==> src/rtl/burst_cmd_scheduler.sv <==
// -----------------------------------------------------------------------------
// burst_cmd_scheduler
//
// Sequences start/end-of-burst and periodic bunch-counter-reset commands for the
// trigger processor and shares one downstream command channel (TTC broadcast
// serialiser) between them and a software requester.
//
// Fixed priority (evaluated only when idle): SOB > EOB > BCR (in run) > software.
// Every accepted command is followed by CMD_GAP idle clocks.
//
// Ports:
//   clk          system clock
//   reset        asynchronous reset, active low
//   burst        asynchronous BURST level (synchronised internally)
//   sw_req       software command request (level)
//   sw_cmd       software command byte, stable while sw_req=1
//   sw_ack       one-cycle pulse, the clock after the software command transfers
//   cmd_valid    command available downstream
//   cmd_code     command byte, stable while cmd_valid=1
//   cmd_ready    downstream accept
//   in_run       high from SOB acceptance to EOB acceptance
//   bc_count     run-time bunch counter, free-running from SOB
//   bcr_overrun  sticky: a BCR fell due while the previous one was still pending
// -----------------------------------------------------------------------------
module burst_cmd_scheduler #(
  parameter int         BC_PERIOD = 3564,
  parameter int         CMD_GAP   = 44,
  parameter logic [7:0] CODE_SOB  = 8'h07,
  parameter logic [7:0] CODE_EOB  = 8'h0A,
  parameter logic [7:0] CODE_BCR  = 8'h01
) (
  input  logic        clk,
  input  logic        reset,
  input  logic        burst,
  input  logic        sw_req,
  input  logic [7:0]  sw_cmd,
  output logic        sw_ack,
  output logic        cmd_valid,
  output logic [7:0]  cmd_code,
  input  logic        cmd_ready,
  output logic        in_run,
  output logic [11:0] bc_count,
  output logic        bcr_overrun
);

  typedef enum logic [1:0] {IDLE, ISSUE, GAP} state_t;
  typedef enum logic [1:0] {SRC_SOB, SRC_EOB, SRC_BCR, SRC_SW} src_t;

  localparam int                 GAP_W    = (CMD_GAP > 1) ? $clog2(CMD_GAP) : 1;
  localparam logic [GAP_W-1:0]   GAP_LOAD = (CMD_GAP > 0) ? GAP_W'(CMD_GAP - 1) : '0;
  localparam logic [11:0]        BC_LAST  = 12'(BC_PERIOD - 1);

  // ---------------------------------------------------------------------------
  // BURST synchroniser and edge detector.
  // vld tracks how far real samples have propagated since reset release, so a
  // level that is already high at release is not mistaken for a rising edge.
  // ---------------------------------------------------------------------------
  logic       sync1, sync2, burst_d;
  logic [2:0] vld;
  logic       rise, fall;

  // NOTE: sequential state uses non-blocking (<=) so every flop samples the
  // pre-edge value of its neighbours; blocking here would collapse the chain.
  always_ff @(posedge clk or negedge reset) begin
    if (!reset) begin
      sync1   <= 1'b0;
      sync2   <= 1'b0;
      burst_d <= 1'b0;
      vld     <= '0;
    end else begin
      sync1   <= burst;
      sync2   <= sync1;
      burst_d <= sync2;
      vld     <= {vld[1:0], 1'b1};
    end
  end

  assign rise = vld[2] &  sync2 & ~burst_d;
  assign fall = vld[2] & ~sync2 &  burst_d;

  // ---------------------------------------------------------------------------
  // Command FSM
  // ---------------------------------------------------------------------------
  state_t           state, state_nxt;
  src_t             src, sel_src;
  logic [7:0]       sel_code;
  logic [GAP_W-1:0] gap_cnt;
  logic             pend_sob, pend_eob, pend_bcr;
  logic             req_any, xfer;
  logic             sob_xfer, eob_xfer, bcr_xfer, sw_xfer;

  assign cmd_valid = (state == ISSUE);
  assign xfer      = cmd_valid & cmd_ready;
  assign sob_xfer  = xfer & (src == SRC_SOB);
  assign eob_xfer  = xfer & (src == SRC_EOB);
  assign bcr_xfer  = xfer & (src == SRC_BCR);
  assign sw_xfer   = xfer & (src == SRC_SW);
  assign req_any   = pend_sob | pend_eob | (pend_bcr & in_run) | sw_req;

  // NOTE: every signal driven here gets a default first, so no path through
  // the block leaves one unassigned and no latch is inferred.
  always_comb begin
    sel_src  = SRC_SW;
    sel_code = sw_cmd;
    if (pend_sob) begin
      sel_src  = SRC_SOB;
      sel_code = CODE_SOB;
    end else if (pend_eob) begin
      sel_src  = SRC_EOB;
      sel_code = CODE_EOB;
    end else if (pend_bcr && in_run) begin
      sel_src  = SRC_BCR;
      sel_code = CODE_BCR;
    end
  end

  always_comb begin
    state_nxt = state;
    case (state)
      IDLE:    if (req_any) state_nxt = ISSUE;
      ISSUE:   if (xfer)    state_nxt = (CMD_GAP == 0) ? IDLE : GAP;
      GAP:     if (gap_cnt == '0) state_nxt = IDLE;
      default: state_nxt = IDLE;
    endcase
  end

  always_ff @(posedge clk or negedge reset) begin
    if (!reset) state <= IDLE;
    else        state <= state_nxt;
  end

  // Winner code and source are captured only on IDLE->ISSUE, so the held
  // command cannot be disturbed by later requests or sw_cmd changes.
  always_ff @(posedge clk or negedge reset) begin
    if (!reset) begin
      cmd_code <= '0;
      src      <= SRC_SW;
      gap_cnt  <= '0;
      sw_ack   <= 1'b0;
    end else begin
      sw_ack <= sw_xfer;
      if (state == IDLE && req_any) begin
        cmd_code <= sel_code;
        src      <= sel_src;
      end
      if (xfer)
        gap_cnt <= GAP_LOAD;
      else if (state == GAP && gap_cnt != '0)
        gap_cnt <= gap_cnt - 1'b1;
    end
  end

  // ---------------------------------------------------------------------------
  // Pending flags, run state and bunch counter.
  // A new edge wins over the clear of the same flag so it is never lost;
  // a repeated edge on an already-set flag simply merges.
  // ---------------------------------------------------------------------------
  logic bc_wrap;
  assign bc_wrap = in_run & (bc_count == BC_LAST);

  always_ff @(posedge clk or negedge reset) begin
    if (!reset) begin
      pend_sob    <= 1'b0;
      pend_eob    <= 1'b0;
      pend_bcr    <= 1'b0;
      in_run      <= 1'b0;
      bc_count    <= '0;
      bcr_overrun <= 1'b0;
    end else begin
      if (rise)          pend_sob <= 1'b1;
      else if (sob_xfer) pend_sob <= 1'b0;

      if (fall)          pend_eob <= 1'b1;
      else if (eob_xfer) pend_eob <= 1'b0;

      if (sob_xfer)      in_run <= 1'b1;
      else if (eob_xfer) in_run <= 1'b0;

      // BCR transfers do not touch bc_count: the period runs from SOB.
      if (sob_xfer || eob_xfer) bc_count <= '0;
      else if (bc_wrap)         bc_count <= '0;
      else if (in_run)          bc_count <= bc_count + 12'd1;

      if (sob_xfer || eob_xfer) pend_bcr <= 1'b0;
      else if (bc_wrap)         pend_bcr <= 1'b1;
      else if (bcr_xfer)        pend_bcr <= 1'b0;

      if (sob_xfer)                 bcr_overrun <= 1'b0;
      else if (bc_wrap && pend_bcr) bcr_overrun <= 1'b1;
    end
  end

endmodule

==> config.mk <==
export PLATFORM = sky130hd
export DESIGN_NAME = burst_cmd_scheduler
export DESIGN_NICKNAME = d
export VERILOG_FILES = /design/src/rtl/burst_cmd_scheduler.sv
export SDC_FILE = /design/constraint.sdc
export NUM_CORES = 1
export LEC_CHECK = 0
export CAP_MARGIN = 20
export CORE_MARGIN = 2
export CORE_UTILIZATION = 35
export DETAILED_ROUTE_END_ITERATION = 12
export DONT_BUFFER_PORTS = 1
export SLEW_MARGIN = 20
export SYNTH_ARGS = -nofsm -noshare
export SYNTH_HDL_FRONTEND = slang
export SYNTH_SLANG_ARGS = --single-unit
==> constraint.sdc <==
create_clock -name clk -period 1.85 [get_ports clk]
set_input_delay 0.185 -clock clk [delete_from_list [all_inputs] [get_ports clk]]
set_output_delay 0.185 -clock clk [all_outputs]
set_load 0.005 [all_outputs]
======== Word level (Yosys, flattened, before mapping) ========
Index checks and enable logic that the tools add are counted.
Widths: inputs -> output; s select.
operators by class
  $add $sub $neg .......................... 2
  equality and inequality tests ........... 9
  mux-type cells .......................... 25
  bitwise gates (word level) .............. 16
  reduce and logical (&&, ||, !) cells .... 17
operators by type and width
  kind                   number
  $mux 12                3
  $mux 8                 3
  $add 12x1->12 const B  1
  $eq 12x12->1 const B   1
  $mux 6                 2
  $and 1x1->1            11
  $mux 1                 11
  $mux 2                 5
  $reduce_bool 2->1      5
  $eq 2x2->1 const B     3
  $logic_not 6->1        1
  $pmux 2 s3             1
  $reduce_bool 3->1      2
  $reduce_bool 6->1      1
  $sub 6x1->6 const B    1
  $eq 2x1->1 const B     2
  $logic_and 1x1->1      4
  $logic_not 2->1        2
  $ne 2x2->1 const B     2
  $or 1x1->1             3
  $reduce_and 3->1       1
  $ne 2x1->1 const B     1
  $not 1->1              2
  $logic_or 1x1->1       1
storage, ports and cells
  bits in registers ....................... 42
  bits of input ports ..................... 13
  output and inout bits ................... 24

======== Longest topological paths before layout ========
  depth after elaboration ................. 6
  depth in mapped cells ................... 7
  gate-level depth less buffers ........... 6

======== Worst setup path before layout ========
OpenSTA, ideal clock, no wires.
  path kind ............................... register to register
  start ................................... reg bc_count[0]
  end ..................................... reg pend_bcr
  setup time .............................. 0.124 ns
  data arrival time ....................... 1.503 ns
  slack ................................... 0.224 ns
  stages on the path, launching flop included .. 8
  path buffers ............................ 2
  clock period less this slack ............ 1.626 ns
  cell sequence ........................... dfrtp_1 > ha_1 > and3_1 > and3_1 > buf_6 > buf_12 > a211oi_2 > nor3_2
on the way
  cells in the longest elaborated chain, start to end .. 4
  elaborated cells between the ends (all ways) .. 5
  classes of those cells .................. eq/ne (1); mux (2); bitwise (1); reduce/logical (1)
RTL lines
  item                      RTL line  source
  start: declaration        42        output logic [11:0] bc_count,
  start signal: assignment  182       else if (in_run) bc_count <= bc_count + 12'd1;
  $eq 12x12->1 *            159       assign bc_wrap = in_run & (bc_count == BC_LAST);
  $and 1x1->1 *             159
  $mux 1                    185       else if (bc_wrap) pend_bcr <= 1'b1;
  $mux 1                    184       if (sob_xfer || eob_xfer) pend_bcr <= 1'b0;
  end signal: assignment    184
  end signal: assignment    185
  end signal: assignment    186       else if (bcr_xfer) pend_bcr <= 1'b0;
  end: declaration          88        logic pend_sob, pend_eob, pend_bcr;
Every way passes the cells marked *; elsewhere a longest branch is shown, timed or not.
A chain may end at the register's enable or synchronous reset.

======== Worst setup path in the final report ========
  start ................................... reg bc_count[0]
  end ..................................... reg bc_count[5]
on the way
  cells in the longest elaborated chain, start to end .. 4
  elaborated cells between the ends (all ways) .. 7
  classes of those cells .................. add/sub (1); eq/ne (1); mux (3); bitwise (1); reduce/logical (1)
RTL lines
  item                                           RTL line  source
  $add 12x1->12 or $eq 12x12->1 (tied branches)  182, 159
  $mux 12 or $and 1x1->1 (tied branches)         182, 159
  $mux 12                                        181       else if (bc_wrap) bc_count <= '0;
  $mux 12                                        180       if (sob_xfer || eob_xfer) bc_count <= '0;
Parallel ways exist; a longest one is shown, timed or not. The select of a mux whose other input is x is not followed.

==> impl_metrics.csv <==
group,metric,value,unit
placement,place_ws,167,ps
cts,root_buffer,"clkbuf_8",
synthesis,synth_xor_area_frac,0.0127,
global_route,antenna_found_initial,0,
timing,skew,4.16,ps
synthesis,synth-simple-area-share,0.216,
critical_path,cp_max_fo,8,
critical_path,start_kind,"flip-flop",
critical_path,required,2090,ps
layout,fill_cells,595,
power,leakage,0.00104,uW
timing,setup_tns,0,ps
synthesis,synth-compound-area-share,0.186,
timing,timing_hold_violations_final,0,
cts,cts_tree,"done",
drt,route.met2.wl,1.85,mm
synthesis,ys_seq_area_frac,0.508,
placement,place.gp.congestion,0.869,
cts,postCtsSetupRepairBufs,0,
critical_path,criticalPathCategory,"reg -> reg",
floorplanning,die_height,81.0,um
timing,period_needed,1690,ps
outcome,outcome,"finished, final reports clean",
floorplanning,initial_core_util,0.357,
synthesis,ys_ff_latch,42,
global_route,track_usage,0.143,
global_route,grt_max_degree,43,
drt,dr.pass1.iters,4,
layout,syn_to_final_growth,13.5,%
placement,placedCellCount,269,
floorplanning,io_pins,37,
cts,clockBufferDepth,2,
global_route,grt_overflow,0,
cts,cts_sinks,42,
drt,wl_per_cell,14.8,um
drt,drc_errors,0,
synthesis,async_flop_share,1.00,
cts,numCtsBuffers,5,
drt,vias,1499,
synthesis,syn_area,0.00208,sq mm
hold_path,worstHoldPathType,"in -> reg",
timing,timing.final.ws_setup,161,ps
synthesis,yosys.area_share.adder,0.0181,
timing,worst_pin_slew,563,ps
synthesis,synth.distinct_cells,55,
drt,ant_nets,0,
layout,stdcell_count,281,
layout,final_cell_mix,"40 x dfrtp_1, 29 x nand2_1, 11 x buf_4",
synthesis,netlist_instances,192,
drt,routed_wl,4.16,mm
drt,wl_met1,1.99,mm
layout,diodes,0,
cts,cts_resized,0,
drt,topRoutingLayerUsed,"met4",
power,vdd_ir_drop_max,0.719,mV
drt,wl_met3,258,um
floorplanning,core_area,0.00582,sq mm
timing,max_slew_margin,0.625,
global_route,grt_pass1_wl,7.21,mm
synthesis,syn_nets,208,
cts,clk_latency,300,ps
floorplanning,dieArea,0.00656,sq mm
timing,slew_violations,0,
power,power_density,1370,mW/mm^2
synthesis,muxShareOfSynthArea,0.0102,
synthesis,synth-edff-count,0,
placement,io_buffers,0,
floorplanning,placementRows,28,
synthesis,synthFlopType,"dfrtp_1",
placement,post-dp-hpwl,2.85,mm
layout,drive_above_1_share,0.189,
cts,clkTransAtPathRegs,80,ps
synthesis,synth_warnings,0,
cts,hold_buffers,4,
synthesis,synth_top_family_by_area,"simple AND/OR/NAND/NOR gates",
layout,nNetsFinal,221,
job,max-cap-violations,0,
timing,fmax,592,MHz
timing,rsz0062_at_grt,"false",
floorplanning,die_x,81.0,um
drt,drt_iter0_drc,64,
global_route,grt_pass1_vias,1487,
cts,htreeDepth,2,
timing,setup_viol,0,
synthesis,synth.avg_cell_area,10.8,sq um
critical_path,critPathArrivalTime,1930,ps
layout,final_common_cell,"dfrtp_1",
drt,vias_per_cell,5.33,
timing,final.period_utilization,0.913,
critical_path,worstSetupEndpointType,"flip-flop",
[cells in the mapped netlist, types with 3 or more instances]
library cell | n | area share
a21oi_1 | 3 | 0.0072
nand3_1 | 3 | 0.0072
o31ai_1 | 4 | 0.014
nor2_1 | 7 | 0.013
buf_2 | 4 | 0.0096
a211oi_1 | 4 | 0.014
dfrtp_1 | 40 | 0.48
a211oi_2 | 3 | 0.018
o21a_1 | 5 | 0.018
o21ai_0 | 8 | 0.019
nor3_1 | 4 | 0.0096
and4_1 | 3 | 0.013
ha_1 | 3 | 0.018
and3_1 | 7 | 0.021
xnor2_1 | 3 | 0.013
inv_1 | 5 | 0.0090
nand2_1 | 29 | 0.052
buf_4 | 3 | 0.011
a21o_1 | 5 | 0.018
o311ai_1 | 3 | 0.013
[report_power, final]
part	leakage, uW	switching, uW	internal [uW]
registers	0.000523	272	1170
logic	0.000462	584	455
clock network	0.0000585	337	405
[metrics by stage]
step                instance area (sq um)  hold slack, ps  power, uW  utilization
finish                               2360            14.2       3220        0.405
detailed placement                   2190            -108       2480        0.377
global placement                     2190            -109       2470        0.377
floorplan                            2080            -111       2230            -
global route                         2360            2.80       3480        0.405
CTS                                  2360            5.00       3260        0.405
[layout make-up]
type                            count  area [sq um]  share of cell area
Clock buffer                        5          68.8              0.0292
Clock inverter                      3          43.8              0.0186
Inverter                            5          18.8             0.00797
Multi-Input combinational cell    135           925               0.392
Sequential cell                    42          1050               0.447
Tap cell                           75          93.8              0.0398
Timing Repair Buffer               16           153              0.0648
[layer usage]
layer / up-vias / global-route usage
met2: 41 / 0.214
met4: 0 / 0.0644
met3: 7 / 0.0467
li1: 724 / -
met5: - / 0
met1: 727 / 0.189
[flip-flops by register name (all words and copies together), names as in the netlist]
name and cells:
sw_ack 1, sync2 1, src 2, pend_eob 1
burst_d 1, gap_cnt 6, bc_count 12, in_run 1
bcr_overrun 1, sync1 1, vld 3, pend_sob 1
state 2, cmd_code 8, pend_bcr 1
[path summary, 6_finish.rpt]
kind	startpoint	to	slack (ps)	depth (start not counted)
worst max-delay path	bc_count[0]	bc_count[5]	160	6
worst min-delay path	sw_cmd[6]	cmd_code[6]	10	2
worst max register to register	bc_count[0]	bc_count[5]	160	6
worst min register to register	sync1	sync2	350	0
max in group asynchronous	reset	src[1]	1230	2
min in group asynchronous	reset	sw_ack	360	2
[cells by family (layout without fill, tap and decap cells)]
family                   after synthesis  after routing
adder cells (fa/ha/maj)                3              3
multiplexers                           2              2
AND/OR/NAND/NOR                       76             76
other                                  1              1
XOR/XNOR                               3              3
AO/OA/AOI/OAI                         50             50
buffers and inverters                 15             29
flip-flops                            42             42
[critical path: stages, from the launching register on]
cell and delay, ps:
dfrtp_1 390, ha_1 240, and3_1 170, and3_1 220, buf_4 180, o311ai_1 270, o21a_1 170
No activity file was read; power rests on OpenSTA's default activity.
